--- src/rtl/vector_line_gen.sv ---
// Bresenham line walker: each accepted segment becomes X/Y word pairs for the dual-channel DAC driver.
// At least one idle cycle between strobes; each write waits for dac_ready; seg_ready is high only while idle.
module vector_line_gen #(
    parameter int BITS  = 12,
    parameter int DWELL = 0
) (
    input  logic            clk,
    input  logic            reset,
    input  logic            seg_valid,
    output logic            seg_ready,
    input  logic [BITS-1:0] x0,
    input  logic [BITS-1:0] y0,
    input  logic [BITS-1:0] x1,
    input  logic [BITS-1:0] y1,
    output logic [BITS-1:0] dac_value,
    output logic            dac_axis,
    output logic            dac_strobe,
    input  logic            dac_ready,
    output logic            busy,
    output logic            done
);

    localparam int DW = (DWELL > 1) ? $clog2(DWELL) : 1;

    typedef enum logic [2:0] {
        S_IDLE,
        S_SETUP,
        S_SEND_X,
        S_SEND_Y,
        S_DWELL,
        S_STEP
    } state_t;

    state_t state, state_nxt;

    logic [BITS-1:0]        cur_x, cur_y, end_x, end_y;
    logic [BITS-1:0]        cur_x_nxt, cur_y_nxt, end_x_nxt, end_y_nxt;
    logic signed [BITS+1:0] dx, dy, err;
    logic signed [BITS+1:0] dx_nxt, dy_nxt, err_nxt;
    logic                   sx, sy, sx_nxt, sy_nxt;
    logic [DW-1:0]          dwell_cnt, dwell_nxt;
    logic [BITS-1:0]        value_nxt;
    logic                   axis_nxt, strobe_nxt, busy_nxt, done_nxt, seg_ready_nxt;

    // Magnitudes are taken in unsigned BITS so the subtraction never overflows.
    logic                   x_up, y_up;
    logic [BITS-1:0]        adx, ady;

    always_comb begin
        x_up = end_x > cur_x;
        y_up = end_y > cur_y;
        adx  = x_up ? (end_x - cur_x) : (cur_x - end_x);
        ady  = y_up ? (end_y - cur_y) : (cur_y - end_y);
    end

    // Step decision uses the error term from before this step's update.
    logic signed [BITS+2:0] e2, dx_w, dy_w;
    logic                   mv_x, mv_y;
    logic signed [BITS+1:0] err_step;

    always_comb begin
        e2       = $signed({err, 1'b0});
        dx_w     = {dx[BITS+1], dx};
        dy_w     = {dy[BITS+1], dy};
        mv_x     = e2 >= dy_w;
        mv_y     = e2 <= dx_w;
        err_step = err + (mv_x ? dy : '0) + (mv_y ? dx : '0);
    end

    always_comb begin
        state_nxt     = state;
        seg_ready_nxt = seg_ready;
        busy_nxt      = busy;
        done_nxt      = 1'b0;
        strobe_nxt    = 1'b0;
        axis_nxt      = dac_axis;
        value_nxt     = dac_value;
        cur_x_nxt     = cur_x;
        cur_y_nxt     = cur_y;
        end_x_nxt     = end_x;
        end_y_nxt     = end_y;
        dx_nxt        = dx;
        dy_nxt        = dy;
        err_nxt       = err;
        sx_nxt        = sx;
        sy_nxt        = sy;
        dwell_nxt     = dwell_cnt;

        case (state)
            S_IDLE: begin
                if (seg_valid && seg_ready) begin
                    cur_x_nxt     = x0;
                    cur_y_nxt     = y0;
                    end_x_nxt     = x1;
                    end_y_nxt     = y1;
                    busy_nxt      = 1'b1;
                    seg_ready_nxt = 1'b0;
                    state_nxt     = S_SETUP;
                end
            end
            S_SETUP: begin
                dx_nxt    = $signed({2'b00, adx});
                dy_nxt    = -$signed({2'b00, ady});
                err_nxt   = $signed({2'b00, adx}) - $signed({2'b00, ady});
                sx_nxt    = x_up;
                sy_nxt    = y_up;
                state_nxt = S_SEND_X;
            end
            S_SEND_X: begin
                if (dac_ready && !dac_strobe) begin
                    value_nxt  = cur_x;
                    axis_nxt   = 1'b1;
                    strobe_nxt = 1'b1;
                    state_nxt  = S_SEND_Y;
                end
            end
            S_SEND_Y: begin
                if (dac_ready && !dac_strobe) begin
                    value_nxt  = cur_y;
                    axis_nxt   = 1'b0;
                    strobe_nxt = 1'b1;
                    if (DWELL > 0) begin
                        dwell_nxt = DW'(DWELL - 1);
                        state_nxt = S_DWELL;
                    end else begin
                        state_nxt = S_STEP;
                    end
                end
            end
            S_DWELL: begin
                if (dwell_cnt == '0) begin
                    state_nxt = S_STEP;
                end else begin
                    dwell_nxt = dwell_cnt - DW'(1);
                end
            end
            S_STEP: begin
                if (cur_x == end_x && cur_y == end_y) begin
                    done_nxt      = 1'b1;
                    busy_nxt      = 1'b0;
                    seg_ready_nxt = 1'b1;
                    state_nxt     = S_IDLE;
                end else begin
                    if (mv_x) begin
                        cur_x_nxt = sx ? (cur_x + BITS'(1)) : (cur_x - BITS'(1));
                    end
                    if (mv_y) begin
                        cur_y_nxt = sy ? (cur_y + BITS'(1)) : (cur_y - BITS'(1));
                    end
                    err_nxt   = err_step;
                    state_nxt = S_SEND_X;
                end
            end
            default: begin
                state_nxt = S_IDLE;
            end
        endcase
    end

    always_ff @(posedge clk) begin
        if (reset) begin
            state      <= S_IDLE;
            seg_ready  <= 1'b1;
            busy       <= 1'b0;
            done       <= 1'b0;
            dac_strobe <= 1'b0;
            dac_axis   <= 1'b0;
            dac_value  <= '0;
            cur_x      <= '0;
            cur_y      <= '0;
            end_x      <= '0;
            end_y      <= '0;
            dx         <= '0;
            dy         <= '0;
            err        <= '0;
            sx         <= 1'b0;
            sy         <= 1'b0;
            dwell_cnt  <= '0;
        end else begin
            state      <= state_nxt;
            seg_ready  <= seg_ready_nxt;
            busy       <= busy_nxt;
            done       <= done_nxt;
            dac_strobe <= strobe_nxt;
            dac_axis   <= axis_nxt;
            dac_value  <= value_nxt;
            cur_x      <= cur_x_nxt;
            cur_y      <= cur_y_nxt;
            end_x      <= end_x_nxt;
            end_y      <= end_y_nxt;
            dx         <= dx_nxt;
            dy         <= dy_nxt;
            err        <= err_nxt;
            sx         <= sx_nxt;
            sy         <= sy_nxt;
            dwell_cnt  <= dwell_nxt;
        end
    end

endmodule
--- config.mk ---
export PLATFORM = sky130hd
export DESIGN_NAME = vector_line_gen
export DESIGN_NICKNAME = d
export VERILOG_FILES = /design/src/rtl/vector_line_gen.sv
export SDC_FILE = /design/constraint.sdc
export NUM_CORES = 1
export LEC_CHECK = 0
export ABC_AREA = 1
export CAP_MARGIN = 20
export CORE_MARGIN = 8
export CORE_UTILIZATION = 61
export CTS_CLUSTER_DIAMETER = 30
export CTS_CLUSTER_SIZE = 8
export DETAILED_ROUTE_END_ITERATION = 6
export PLACE_DENSITY = 0.8
export SETUP_SLACK_MARGIN = 0.1
export SYNTH_ARGS = -nofsm -noshare
export SYNTH_HDL_FRONTEND = slang
export SYNTH_SLANG_ARGS = --single-unit
--- constraint.sdc ---
create_clock -name clk -period 5.4 [get_ports clk]
set_input_delay 0.54 -clock clk [delete_from_list [all_inputs] [get_ports clk]]
set_output_delay 0.54 -clock clk [all_outputs]
set_load 0.05 [all_outputs]
==> impl_results.md <==
- Status: finished, final reports clean
- Hold path cells: 2
- Fillers: approximately 1.5k
- Mux cell area share after synthesis: less than 1%
- Cells after Synth: 1576
- Core area: 16500 um2
- Final Cycle Share: 87.2%
- # IOs: around 70
- Hold Buf Count CTS: 0
- First-pass GRT wire length: 47800 um
- Critical Path Source Type: flop
- Xor and xnor area share after synthesis: between 4 and 5%
- Mapped Avg Cell Area: ~6.5 um2
- Total gr overflow: 0
- Crit-path max FO: 9
- CTS max path bufs: 2
- Register Area: around 2200 um2
- Largest net degree at the start of global routing: 49
- Antenna Violating Nets Remaining: 0
- RR Endpoint: err[11]
- Hold Path Origin: busy
- Worst r2r path cells: 25
- Residual DRC: 0
- Setup crit end kind: flop
- Synth unique cells: 51
- Hold Crit Class: flop to flop
- Row count: 47
- Syn. warnings: 0
- Final worst setup slack: 0.691 ns
- Synth Register Bits: 110
- RSZ-0062 raised after global routing: no
- Post-Syn Area: 10300 um2
- CP arrival: 4.97 ns
- H-Tree Depth: 3
- Fmax: roughly 210 MHz
- Via density: around 5.7
- Multi-input gate area: between 6000 and 7000 um2
- Final wirelength: 29000 um
- Worst-Margin Slew: about 0.76 ns
- Share of cells above drive strength 1: 4.50%
- Post-synth ARST share: 0%
- Post-synthesis adder-cell area fraction: between 10% and 20%
- CTS root buf: clkbuf_16
- Final hold vios: 0
- Crit path top cell by count: nand2_1
- Worst Path Required: approximately 5.7 ns
- Layout Skew: roughly 0.0092 ns
- Finish-stage setup viols: 0
- Initial Util: about 62%
- DP HPWL: between 20000 and 25000 um
- Synth Area in Simple Gates: 26.0%
- CP max stage delay: ~0.45 ns
- Reg-to-reg startpoint: err[5]
- CP top delay family: adder cells
- Critical setup path kind: flop to flop
- N_diodes: 0
- CP max stage cell: fa_1
- Clock Latency Late Sink: between 0.3 and 0.4 ns
- Number of port buffers: between 60 and 70
- Pre-CTS worst setup slack: 0.785 ns
- Post-synth EDFFs: 0
- Min cycle time layout: 4.71 ns
- Post-synthesis sequential area ratio: 21.4%
- Clk slew on worst S/H paths: 0.08 ns
- PostCTS Resize Cnt: 0
- GRT Overall Usage: 27.1%
- CP Launch Point: err[5]
- Detailed-route wire length per cell: 15.7 um
- Via count: 10.4k
- Total CTS buffers: 9
- Area growth syn-to-layout: 10.9%
- Sink Count: 110
- Compound-Gate Fraction of Synth Area: 19.4%
- GP Congestion: 0.957
- Final TNS setup: 0 ns
- Number of DRC markers in iteration 0: 715
- CTS tree: done
- Total die area: 21300 um2
- Initial antenna violation count: 0
- Final Max Slew Viols: 0
- R2R setup slack: a little under 0.7 ns
- Postcts setup bufs: 0
- Max_cap viols: 0
- Max_slew headroom: 49.0%
- Die Y: 146 um
- Die X: around 150 um
- Fin nets: 1805
- Detailed-router iteration count before antenna repair: 6
- Main combinational cell family by area after synthesis: simple AND/OR/NAND/NOR gates
- Mapped Nets: 1765
- CP Buf/Inv Count: 3
- Ys flop type: dfxtp_1
- Hold EP: busy
- Via count of the first global-routing pass: 9915
tightest hold or removal path, delay by kind of cell, from the launching register on:
kind               cells  cell delay (ns)
DFF                    1             0.32
AOI/OAI and AO/OA      1             0.05
and+or+nand+nor        1             0.06
synthesized netlist by cell type, drive strengths merged (3+ instances only):
library cell | count | share of area, %
o221ai | 3 | 0.26
a21oi | 164 | 8.0
xor2 | 32 | 2.7
dfxtp | 110 | 21
ha | 117 | 14
o21bai | 10 | 0.73
nand2 | 383 | 15
nand4 | 15 | 0.91
nor3 | 11 | 0.69
fa | 20 | 3.9
and2 | 3 | 0.18
nand3 | 85 | 4.3
inv | 238 | 8.7
a31oi | 18 | 1.1
a21o | 5 | 0.36
buf | 15 | 0.83
or2 | 5 | 0.30
clkbuf | 33 | 1.2
xnor2 | 17 | 1.4
a221oi | 3 | 0.26
o2111ai | 3 | 0.26
nor2 | 115 | 4.8
o21ai | 153 | 7.6
kinds of logic after synthesis:
group | count (synthesis)
compound gates | 370
flops | 110
mux | 1
xor+xnor | 49
simple gates | 621
buf+inv | 288
fa+ha+maj | 137
cells in the final DEF, fill, tap and decap left out, types with 15 or more instances in the layout:
| cell type | count |
|---|---|
| xnor2_1 | 17 |
| xor2_1 | 32 |
| nand4_1 | 15 |
| nand2_1 | 366 |
| a31oi_1 | 18 |
| clkdlybuf4s50_1 | 68 |
| a21oi_1 | 163 |
| dfxtp_1 | 110 |
| inv_1 | 229 |
| o21ai_0 | 147 |
| nand3_1 | 82 |
| ha_1 | 117 |
| nor2_1 | 106 |
| fa_1 | 20 |
flip-flops by register name, indices dropped and copies added, names as in the netlist, 3 cells and up:
name and flops:
dy 14, err 14, cur_x 12, cur_y 12, dac_value 12, dx 12, end_x 12, end_y 12
state 3
how the worst max path moves through the flow:
| stage | end | slack, ns | cells past startpoint |
|---|---|---|---|
| final | err[11] | 0.69 | 25 |
| after global routing | err[11] | 0.24 | 28 |
| after CTS | err[11] | 0.76 | 27 |
| after detailed placement | err[11] | 0.79 | 27 |
| after global placement | err[11] | 0.96 | 27 |
| after floorplan | err[11] | 1.41 | 27 |
metrics by stage:
| stage | utilization [%] | instances | hold slack (ns) | area (um2) |
|---|---|---|---|---|
| floorplan | - | 1576 | 0.445 | 10300 |
| global placement | 67.2 | 1825 | 0.457 | 11100 |
| detailed placement | 67.2 | 1825 | 0.459 | 11100 |
| CTS | 69.1 | 1841 | 0.474 | 11400 |
| global route | 69.1 | 1841 | 0.494 | 11400 |
| finish | 69.1 | 1841 | 0.470 | 11400 |
routing by layer:
layer / vias to the layer above / GRT usage (%) / part of all wire [%]
li1: 5222 / - / -
met2: 325 / 44.8 / 46
met1: 4821 / 35.4 / 46
met3: 50 / 3.64 / 5.7
met5: - / 0 / 0
met4: 0 / 9.58 / 2.5
cell type report:
type	count	share of cell area, %
repair buffers	77	6.56
well taps	220	2.41
inverters	240	7.89
multi-input cells	1178	61.1
flip-flops and latches	110	19.3
clock buffers	10	2.09
clock inverters	6	0.603
Power is left out: the tool's default activity adds up to more than one toggle a clock period on the data nets, which glitch-free logic cannot reach.
==> edit, RTL diff (same settings) <==
`BITS`: 12 -> 24.
--- a/src/rtl/vector_line_gen.sv
+++ b/src/rtl/vector_line_gen.sv
@@ -2,5 +2,5 @@
 // At least one idle cycle between strobes; each write waits for dac_ready; seg_ready is high only while idle.
 module vector_line_gen #(
-    parameter int BITS  = 12,
+    parameter int BITS  = 24,
     parameter int DWELL = 0
 ) (
Ports: changed (5 resized); port bits go from 69 to 129. No check against the original RTL was run, so the function may have changed too.
==> edit against the unedited design <==
- non-clock buffer count is 88 higher
- setup slack got worse by 0.31 ns
- sequential cell count rose by 96
- fmax is 6.1% lower
- final area rose by 120%
- sequential share of layout area fell by 3.1 points
- global-route usage up 12 points
- clock skew up 0.015 ns
- routed wire length rose to 2.9 times the old value
- area after synthesis increased by 110%
- count of clock-buffer cells in the layout increased by 56
- via count up 140%
- largest cell class unchanged
Power is not shown: default switching activity piles up to over one toggle a cycle in this logic, so the estimate is an artifact.
==> edit: results (changes against the unedited design) <==
post-synthesis cell type count: 53 (was 51)
CTS max path bufs: 3 (was 2)
synth warn: 0 (unchanged)
Iter 0 DRT Violations: 3059 (was 715)
crit path time final: 5.02 ns (was 4.71 ns)
r2r setup slk: 0.38 ns (was 0.69 ns)
vias in the first global route: 24500 (was 9915)
Syn Nets: 3915 (was 1765)
GPL Wtd Cong: 1.05 (was 0.957)
global-route usage over all layers: 39.3% (was 27.1%)
port buffer count: 128 (was 68)
critical path arrival: 5.48 ns (was 4.97 ns)
dpl cells: 4066 (was 1825)
setup skew after layout: 0.0247 ns (was 0.00925 ns)
worst hold start: busy (unchanged)
DRT Pass-1 Iters: 7 (was 6)
H-tree lvl count: 2 (was 3)
Slowest Stage Delay on Critical Path: 0.52 ns (was 0.45 ns)
routing usage on met3: 9.19% (was 3.64%)
ys flop type: dfxtp_1 (unchanged)
Worst Path Max Fanout: 15 (was 9)
met2 Usage GRT: 61.6% (was 44.8%)
Hold WS: 0.458 ns (was 0.470 ns)
worst skew pair latency: 0.59 ns (was 0.36 ns)
DP Wirelength: 65.9 mm (was 23.1 mm)
biggest regs: dy (26), err (26) (was dy (14), err (14))
WL met1: 33.3 mm (was 13.4 mm)
fillers: 2903 (was 1493)
DR top layer: met5 (was met4)
initial antenna violation count: 1 (was 0)
Met3 Wirelength: 10.1 mm (was 1.65 mm)
Via density: 6.10 (was 5.66)
slew margin rel.: 20.0% (was 49.0%)
Register-to-Register Path Depth: 24 (was 25)
post-route cell area: 25400 sq um (was 11400 sq um)
Synth area leaders: dfxtp_1, nand2_1, ha_1, a21oi_1, inv_1 (was dfxtp_1, ha_1, nand2_1, inv_1, a21oi_1)
first-pass GRT wire length: 132 mm (was 47.8 mm)
synthesized instance count: 3546 (was 1576)
Worst-path clk slew: 0.05 ns (was 0.08 ns)
Met2 Wirelength: 36.7 mm (was 13.2 mm)
Worst setup startpoint: dy[25] (was err[5])
root buffer cell: clkbuf_16 (unchanged)
Place WS: 0.470 ns (was 0.785 ns)
met1 Track Usage GR: 49.5% (was 35.4%)
fin nets: 4032 (was 1805)
ratio of cells with drive above 1 in the final layout: 5.78% (was 4.50%)
Final Non-Filler Cells: 4164 (was 1841)
post-detailed-routing wire length: 85.0 mm (was 29.0 mm)
RR Endpoint: err[22] (was err[11])
Post-synth top cells: nand2_1, inv_1, a21oi_1 (unchanged)
largest net degree at the start of global routing: 82 (was 49)
placed cell area: 23500 sq um (was 11100 sq um)
CTS buffer count: 53 (was 9)
Critical path destination: err[22] (was err[11])
status: completed (unchanged)
post-synthesis sequential area ratio: 18.9% (was 21.4%)
[edit: changes by cell type after synthesis, moves of 35 or more]
cell and delta:
dfxtp_1 +96, nand3_1 +97, inv_1 +293, a21oi_1 +248, nand2_1 +504, xor2_1 +35
nor2_1 +152, clkbuf_1 +51, ha_1 +120, o21ai_0 +206
[edit: final cells by class]
cell class | instances | area share, %
Inverter | 532 | 7.88
Tap cell | 461 | 2.27
Timing Repair Buffer | 165 | 6.24
Sequential cell | 206 | 16.2
Clock buffer | 66 | 5.65
Clock inverter | 29 | 1.48
Multi-Input combinational cell | 2705 | 60.2
[edit: timing repair]
item / 4_1_cts / 5_1_grt
resized for setup: 0 / 4
hold endpoints to repair: 0 / 0
endpoints found under the setup margin: 0 / 4
buffers inserted: 0 / 1
[edit: logic make-up after synthesis]
family,share of synthesized area (%)
compound gates,21.7
xor+xnor,3.57
fa+ha+maj,16.5
buf+inv,11.1
flops,18.9
mux,0.0917
simple gates,28.1
